<file path="src/rtl/sinc_decim_pkg.sv">
// sinc_decim_pkg: shared types and helpers for the sinc^N decimator.
// FSM state encoding, accumulator width rule and order limit.
package sinc_decim_pkg;

  localparam int ORDER_MAX = 5;

  typedef logic [1:0] state_t;

  localparam state_t IDLE   = 2'd0;
  localparam state_t SETTLE = 2'd1;
  localparam state_t RUN    = 2'd2;

  function automatic int acc_width(int order, int max_sel);
    return order * (max_sel + 1) + 1;
  endfunction

endpackage

</file>
<file path="src/rtl/sinc_chan.sv">
// sinc_chan: one channel of synchroniser, integrators and combs.
// SINC_BIPOLAR_EN selects the signed +1/-1 input mapping.
module sinc_chan
  import sinc_decim_pkg::*;
#(
  parameter int ORDER = 3,
  parameter int ACC_W = 25
) (
  input  logic             mclk,
  input  logic             rst,
  input  logic             clear,
  input  logic             tick,
  input  logic             din,
  output logic [ACC_W-1:0] dout
);

  logic [1:0]       sync;
  logic [ACC_W-1:0] x;
  logic [ACC_W-1:0] int_q;
  logic [ACC_W-1:0] integ [ORDER];
  logic [ACC_W-1:0] dly   [ORDER];
  logic [ACC_W-1:0] c_in  [ORDER];
  logic [ACC_W-1:0] c_out [ORDER];

`ifdef SINC_BIPOLAR_EN
  assign x = sync[1] ? ACC_W'(1) : '1;
`else
  assign x = ACC_W'(sync[1]);
`endif

  for (genvar k = 0; k < ORDER; k++) begin : g_comb
    if (k == 0) begin : g_first
      assign c_in[k] = int_q;
    end else begin : g_next
      assign c_in[k] = c_out[k-1];
    end
    assign c_out[k] = c_in[k] - dly[k];
  end

  always_ff @(posedge mclk or posedge rst) begin
    if (rst) begin
      sync  <= '0;
      int_q <= '0;
      for (int k = 0; k < ORDER; k++) begin
        integ[k] <= '0;
        dly[k]   <= '0;
      end
    end else if (clear) begin
      sync  <= '0;
      int_q <= '0;
      for (int k = 0; k < ORDER; k++) begin
        integ[k] <= '0;
        dly[k]   <= '0;
      end
    end else begin
      sync     <= {sync[0], din};
      integ[0] <= integ[0] + x;
      for (int k = 1; k < ORDER; k++) begin
        integ[k] <= integ[k] + integ[k-1];
      end
      // comb delays advance only at the decimated rate
      if (tick) begin
        int_q <= integ[ORDER-1];
        for (int k = 0; k < ORDER; k++) begin
          dly[k] <= c_in[k];
        end
      end
    end
  end

  always_ff @(posedge mclk or posedge rst) begin
    if (rst) begin
      dout <= '0;
    end else if (tick) begin
      dout <= c_out[ORDER-1];
    end
  end

endmodule

</file>
<file path="src/rtl/sinc_decim_mc.sv">
// sinc_decim_mc: multi-channel sinc^N decimator for 1-bit bitstreams.
// Define SINC_BIPOLAR_EN for signed +1/-1 input mapping.
module sinc_decim_mc
  import sinc_decim_pkg::*;
#(
  parameter int ORDER   = 3,
  parameter int NCH     = 4,
  parameter int MAX_SEL = 7
) (
  input  logic                                    mclk,
  input  logic                                    rst,
  input  logic                                    en,
  input  logic [3:0]                              dec_sel,
  input  logic [NCH-1:0]                          data_in,
  output logic [NCH*acc_width(ORDER,MAX_SEL)-1:0] data_out,
  output logic                                    out_valid,
  output logic                                    settled,
  output logic [3:0]                              sel_q
);

  localparam int ACC_W = acc_width(ORDER, MAX_SEL);

  state_t     state;
  logic [9:0] cnt;
  logic       bit_q;
  logic [2:0] scnt;
  logic       run;
  logic       tick;
  logic       clear;

  assign run     = (state != IDLE) && en;
  assign tick    = run && cnt[sel_q] && !bit_q;
  assign clear   = (state == IDLE);
  assign settled = (state == RUN);

  always_ff @(posedge mclk or posedge rst) begin
    if (rst) begin
      cnt   <= '0;
      bit_q <= 1'b0;
    end else if (run) begin
      cnt   <= cnt + 10'd1;
      bit_q <= cnt[sel_q];
    end else begin
      cnt   <= '0;
      bit_q <= 1'b0;
    end
  end

  always_ff @(posedge mclk or posedge rst) begin
    if (rst) begin
      state     <= IDLE;
      sel_q     <= '0;
      scnt      <= '0;
      out_valid <= 1'b0;
    end else begin
      out_valid <= tick && (state == RUN);
      case (state)
        IDLE: begin
          scnt <= '0;
          if (en) begin
            state <= SETTLE;
            sel_q <= (dec_sel > 4'(MAX_SEL)) ? 4'(MAX_SEL) : dec_sel;
          end
        end
        SETTLE: begin
          if (!en) begin
            state <= IDLE;
          end else if (tick) begin
            // ORDER+1 ticks flush the comb delay line
            if (scnt == 3'(ORDER)) begin
              state <= RUN;
              scnt  <= '0;
            end else begin
              scnt <= scnt + 3'd1;
            end
          end
        end
        RUN: begin
          if (!en) begin
            state <= IDLE;
          end
        end
        default: state <= IDLE;
      endcase
    end
  end

  for (genvar c = 0; c < NCH; c++) begin : g_ch
    sinc_chan #(
      .ORDER (ORDER),
      .ACC_W (ACC_W)
    ) u_chan (
      .mclk  (mclk),
      .rst   (rst),
      .clear (clear),
      .tick  (tick),
      .din   (data_in[c]),
      .dout  (data_out[c*ACC_W +: ACC_W])
    );
  end

endmodule

</file>
<file path="config.mk">
export PLATFORM = sky130hd
export DESIGN_NAME = sinc_decim_mc
export DESIGN_NICKNAME = d
export VERILOG_FILES = /design/src/rtl/sinc_decim_pkg.sv /design/src/rtl/sinc_chan.sv /design/src/rtl/sinc_decim_mc.sv
export SDC_FILE = /design/constraint.sdc
export NUM_CORES = 2
export LEC_CHECK = 0
export CORE_MARGIN = 5
export CORE_UTILIZATION = 45
export DETAILED_ROUTE_END_ITERATION = 10
export SYNTH_ARGS = -nofsm -noshare
export SYNTH_HDL_FRONTEND = slang
export SYNTH_HIERARCHICAL = 1
export SYNTH_SLANG_ARGS = --single-unit
</file>
<file path="constraint.sdc">
create_clock -name mclk -period 8.3 [get_ports mclk]
set_clock_uncertainty 0.2 [all_clocks]
set_input_delay 0.83 -clock mclk [delete_from_list [all_inputs] [get_ports mclk]]
set_output_delay 0.83 -clock mclk [all_outputs]
set_load 0.02 [all_outputs]
</file>
==> impl_metrics.py <==
metrics = {
    "floorplan": {
        "ios": 117,
        "die_y_um": 357,
        "rows": 127,
        "die_w_um": 357,
        "core-area_um2": 120000,
        "floorplan.die_area_um2": 127000,
        "start_util": 0.452,
    },
    "layout": {
        "final_common_cell": "nor2_1",
        "layout_common_cells": "nor2_1 (876), dfrtp_1 (829), ha_1 (490), inv_1 (431), a21oi_1 (383)",
        "nFillCells": 11300,
        "area_delta_synth_final_pct": 11.4,
        "fin_nets": 6374,
        "diodes": 0,
        "drive_above_1_share": 0.0543,
    },
    "synth": {
        "synth-seq-cells": 829,
        "avgSynthCellArea_um2": 9.39,
        "synthFlopType": "dfrtp_1",
        "seq_area_frac_synth": 0.383,
        "syn_inst": 5768,
        "synth_area_um2": 54200,
        "yosys_warnings": 6,
        "synth-async-reset-ratio": 1.00,
        "syn_nets": 6289,
        "synth_edf_count": 0,
        "synth.distinct_cells": 103,
    },
    "timing": {
        "setup_viol": 0,
        "layout_min_cycle_time_ns": 6.63,
        "tns_ns": 0,
        "tightest_slew_ns": 1.11,
        "final.period_utilization": 0.799,
        "rsz0062_at_grt": "false",
        "holdWs_ns": 0.258,
        "hold_violations": 0,
        "slew_violations": 0,
        "max_freq_ghz": 0.151,
        "relSlewSlack": 0.260,
    },
    "critical_path": {
        "cpPeakStageDelay_ns": 0.55,
        "cp-end-kind": "register",
        "worstSetupStartpoint": "g_ch[1].u_chan/dly[51]$_DFFE_PP0P_",
        "reg2reg_depth": 29,
        "crit_end": "g_ch[1].u_chan/dout[24]$_DFFE_PP0P_",
        "slowest_stage": "a221oi_1",
        "r2r-start": "g_ch[1].u_chan/dly[51]$_DFFE_PP0P_",
        "critical_path_depth": 29,
        "crit_required_ns": 8.67,
        "rr_endpoint": "g_ch[1].u_chan/dout[24]$_DFFE_PP0P_",
        "cp-start-kind": "register",
        "cp_max_fo": 5,
        "crit_buf_inv": 1,
        "cp.arrival_ns": 7.00,
        "r2r_slack_ns": 1.67,
        "cp_common_cell": "a21oi_1",
        "critPathTopFamily": "compound AO/OA/AOI/OAI gates",
        "path_class": "register to register",
    },
    "clock_network": {
        "cts_root_buffer": "clkbuf_16",
        "hold_buffers": 0,
        "cts_buffers": 100,
        "clockBufferDepth": 3,
        "cts_resized": 0,
        "cts_tree": "built",
        "clk_pin_slew_worst_paths_ns": 0.06,
        "cts_setup_buffers": 0,
        "h-tree-depth": 3,
        "cts.sinks": 829,
        "worstSkewPairLatency_ns": 0.68,
    },
    "global_route": {
        "grt_max_degree": 198,
        "grt_pass1_wl_mm": 186,
        "grtUsageTotal": 0.169,
        "grt_pass1_vias": 38500,
        "grt_antenna_before_repair": 2,
        "grt.overflow.total": 0,
    },
    "pwr": {
        "vdd_drop_max_uv": 236,
        "leakage_nw": 28.3,
        "powerDensity_nw_per_um2": 182,
    },
    "drt": {
        "vias": 39300,
        "drt_iter0_drc": 1678,
        "remaining_drc_errors": 0,
        "wl_mm": 108,
        "antenna_left": 0,
        "viasPerCell": 5.20,
        "wl_per_cell_um": 14.3,
        "first_pass_iters": 5,
    },
    "place": {
        "gp_congestion": 0.827,
        "portBuffers": 116,
        "hpwlAfterDp_mm": 75.2,
    },
    "outcome": {
        "status": "finished, final reports clean",
    },
    "min_path": {
        "holdPathStages": 1,
        "hp-class": "register to register",
    },
    "job": {
        "drv_cap": 0,
    },
}
[area by class of cell]
cell class / count / area (um^2) / share of cell area
multi-input cells: 4347 / 31200 / 0.517
clock inverters: 34 / 338 / 0.00560
repair buffers: 136 / 1410 / 0.0234
clock buffers: 149 / 2960 / 0.0490
inverters: 439 / 1680 / 0.0278
flip-flops and latches: 829 / 20700 / 0.344
well taps: 1612 / 2020 / 0.0334
[synthesized netlist by cell type, types with 106 or more instances]
library cell	instances	share of area
a21oi_1	383	0.035
o21ai_0	199	0.018
mux2i_1	371	0.069
dfrtp_1	829	0.38
a21o_1	201	0.028
xor2_1	177	0.029
ha_1	490	0.11
nand2_1	216	0.015
clkbuf_1	110	0.0076
nor2_1	877	0.061
xnor2_1	299	0.048
inv_1	435	0.030
nand3_1	106	0.0098
[cell families after synthesis]
family | after synthesis | share of synthesized area
simple gates | 1673 | 0.142
flops | 829 | 0.383
fa+ha+maj | 510 | 0.121
buf+inv | 592 | 0.0413
mux | 443 | 0.0838
xor+xnor | 481 | 0.0789
compound gates | 1240 | 0.151
[through the flow]
stage	cells	power (mW)	setup slack, ns	instance area, um^2	util
3_3_place_gp	7363	6.69	1.79	57100	0.476
6_report	7546	11.0	1.67	60400	0.504
3_5_place_dp	7363	6.71	1.68	57100	0.476
2_1_floorplan	5768	5.91	1.76	54200	-
5_1_grt	7546	11.5	1.07	60400	0.504
4_1_cts	7546	11.2	1.64	60400	0.504
[flip-flops by register name, summed over array words and instances, names as in the netlist, 2 cells and up]
signal / flops
scnt: 3
sel_q: 4
g_ch.u_chan/integ: 300
state: 2
g_ch.u_chan/dout: 100
g_ch.u_chan/dly: 300
g_ch.u_chan/int_q: 100
g_ch.u_chan/sync: 8
cnt: 10
[power breakdown]
group	leakage, nW	internal, mW	total, mW	switching [mW]
clock network	1.65	2.59	4.35	1.77
logic	15.2	1.00	2.19	1.19
registers	11.4	4.26	4.42	0.160
total	28.3	7.85	11.0	3.11
[worst min-delay path by stage]
| stage | to | from | slack, ns |
|---|---|---|---|
| detailed placement | g_ch[2].u_chan/sync[1]$_DFF_PP0_ | g_ch[2].u_chan/sync[0]$_DFF_PP0_ | 0.25 |
| global placement | g_ch[2].u_chan/sync[1]$_DFF_PP0_ | g_ch[2].u_chan/sync[0]$_DFF_PP0_ | 0.24 |
| finish | g_ch[2].u_chan/sync[1]$_DFF_PP0_ | g_ch[2].u_chan/sync[0]$_DFF_PP0_ | 0.26 |
| CTS | g_ch[2].u_chan/sync[1]$_DFF_PP0_ | g_ch[2].u_chan/sync[0]$_DFF_PP0_ | 0.26 |
| global route | g_ch[3].u_chan/sync[1]$_DFF_PP0_ | g_ch[3].u_chan/sync[0]$_DFF_PP0_ | 0.28 |
| floorplan | g_ch[0].u_chan/sync[1]$_DFF_PP0_ | g_ch[0].u_chan/sync[0]$_DFF_PP0_ | 0.24 |
[layer usage]
layer	part of all wire	global-route usage
met1	0.50	0.235
met2	0.45	0.280
met3	0.033	0.0269
met4	0.020	0.0390
met5	0	0
Note: power is estimated with default switching activity, not from simulation.
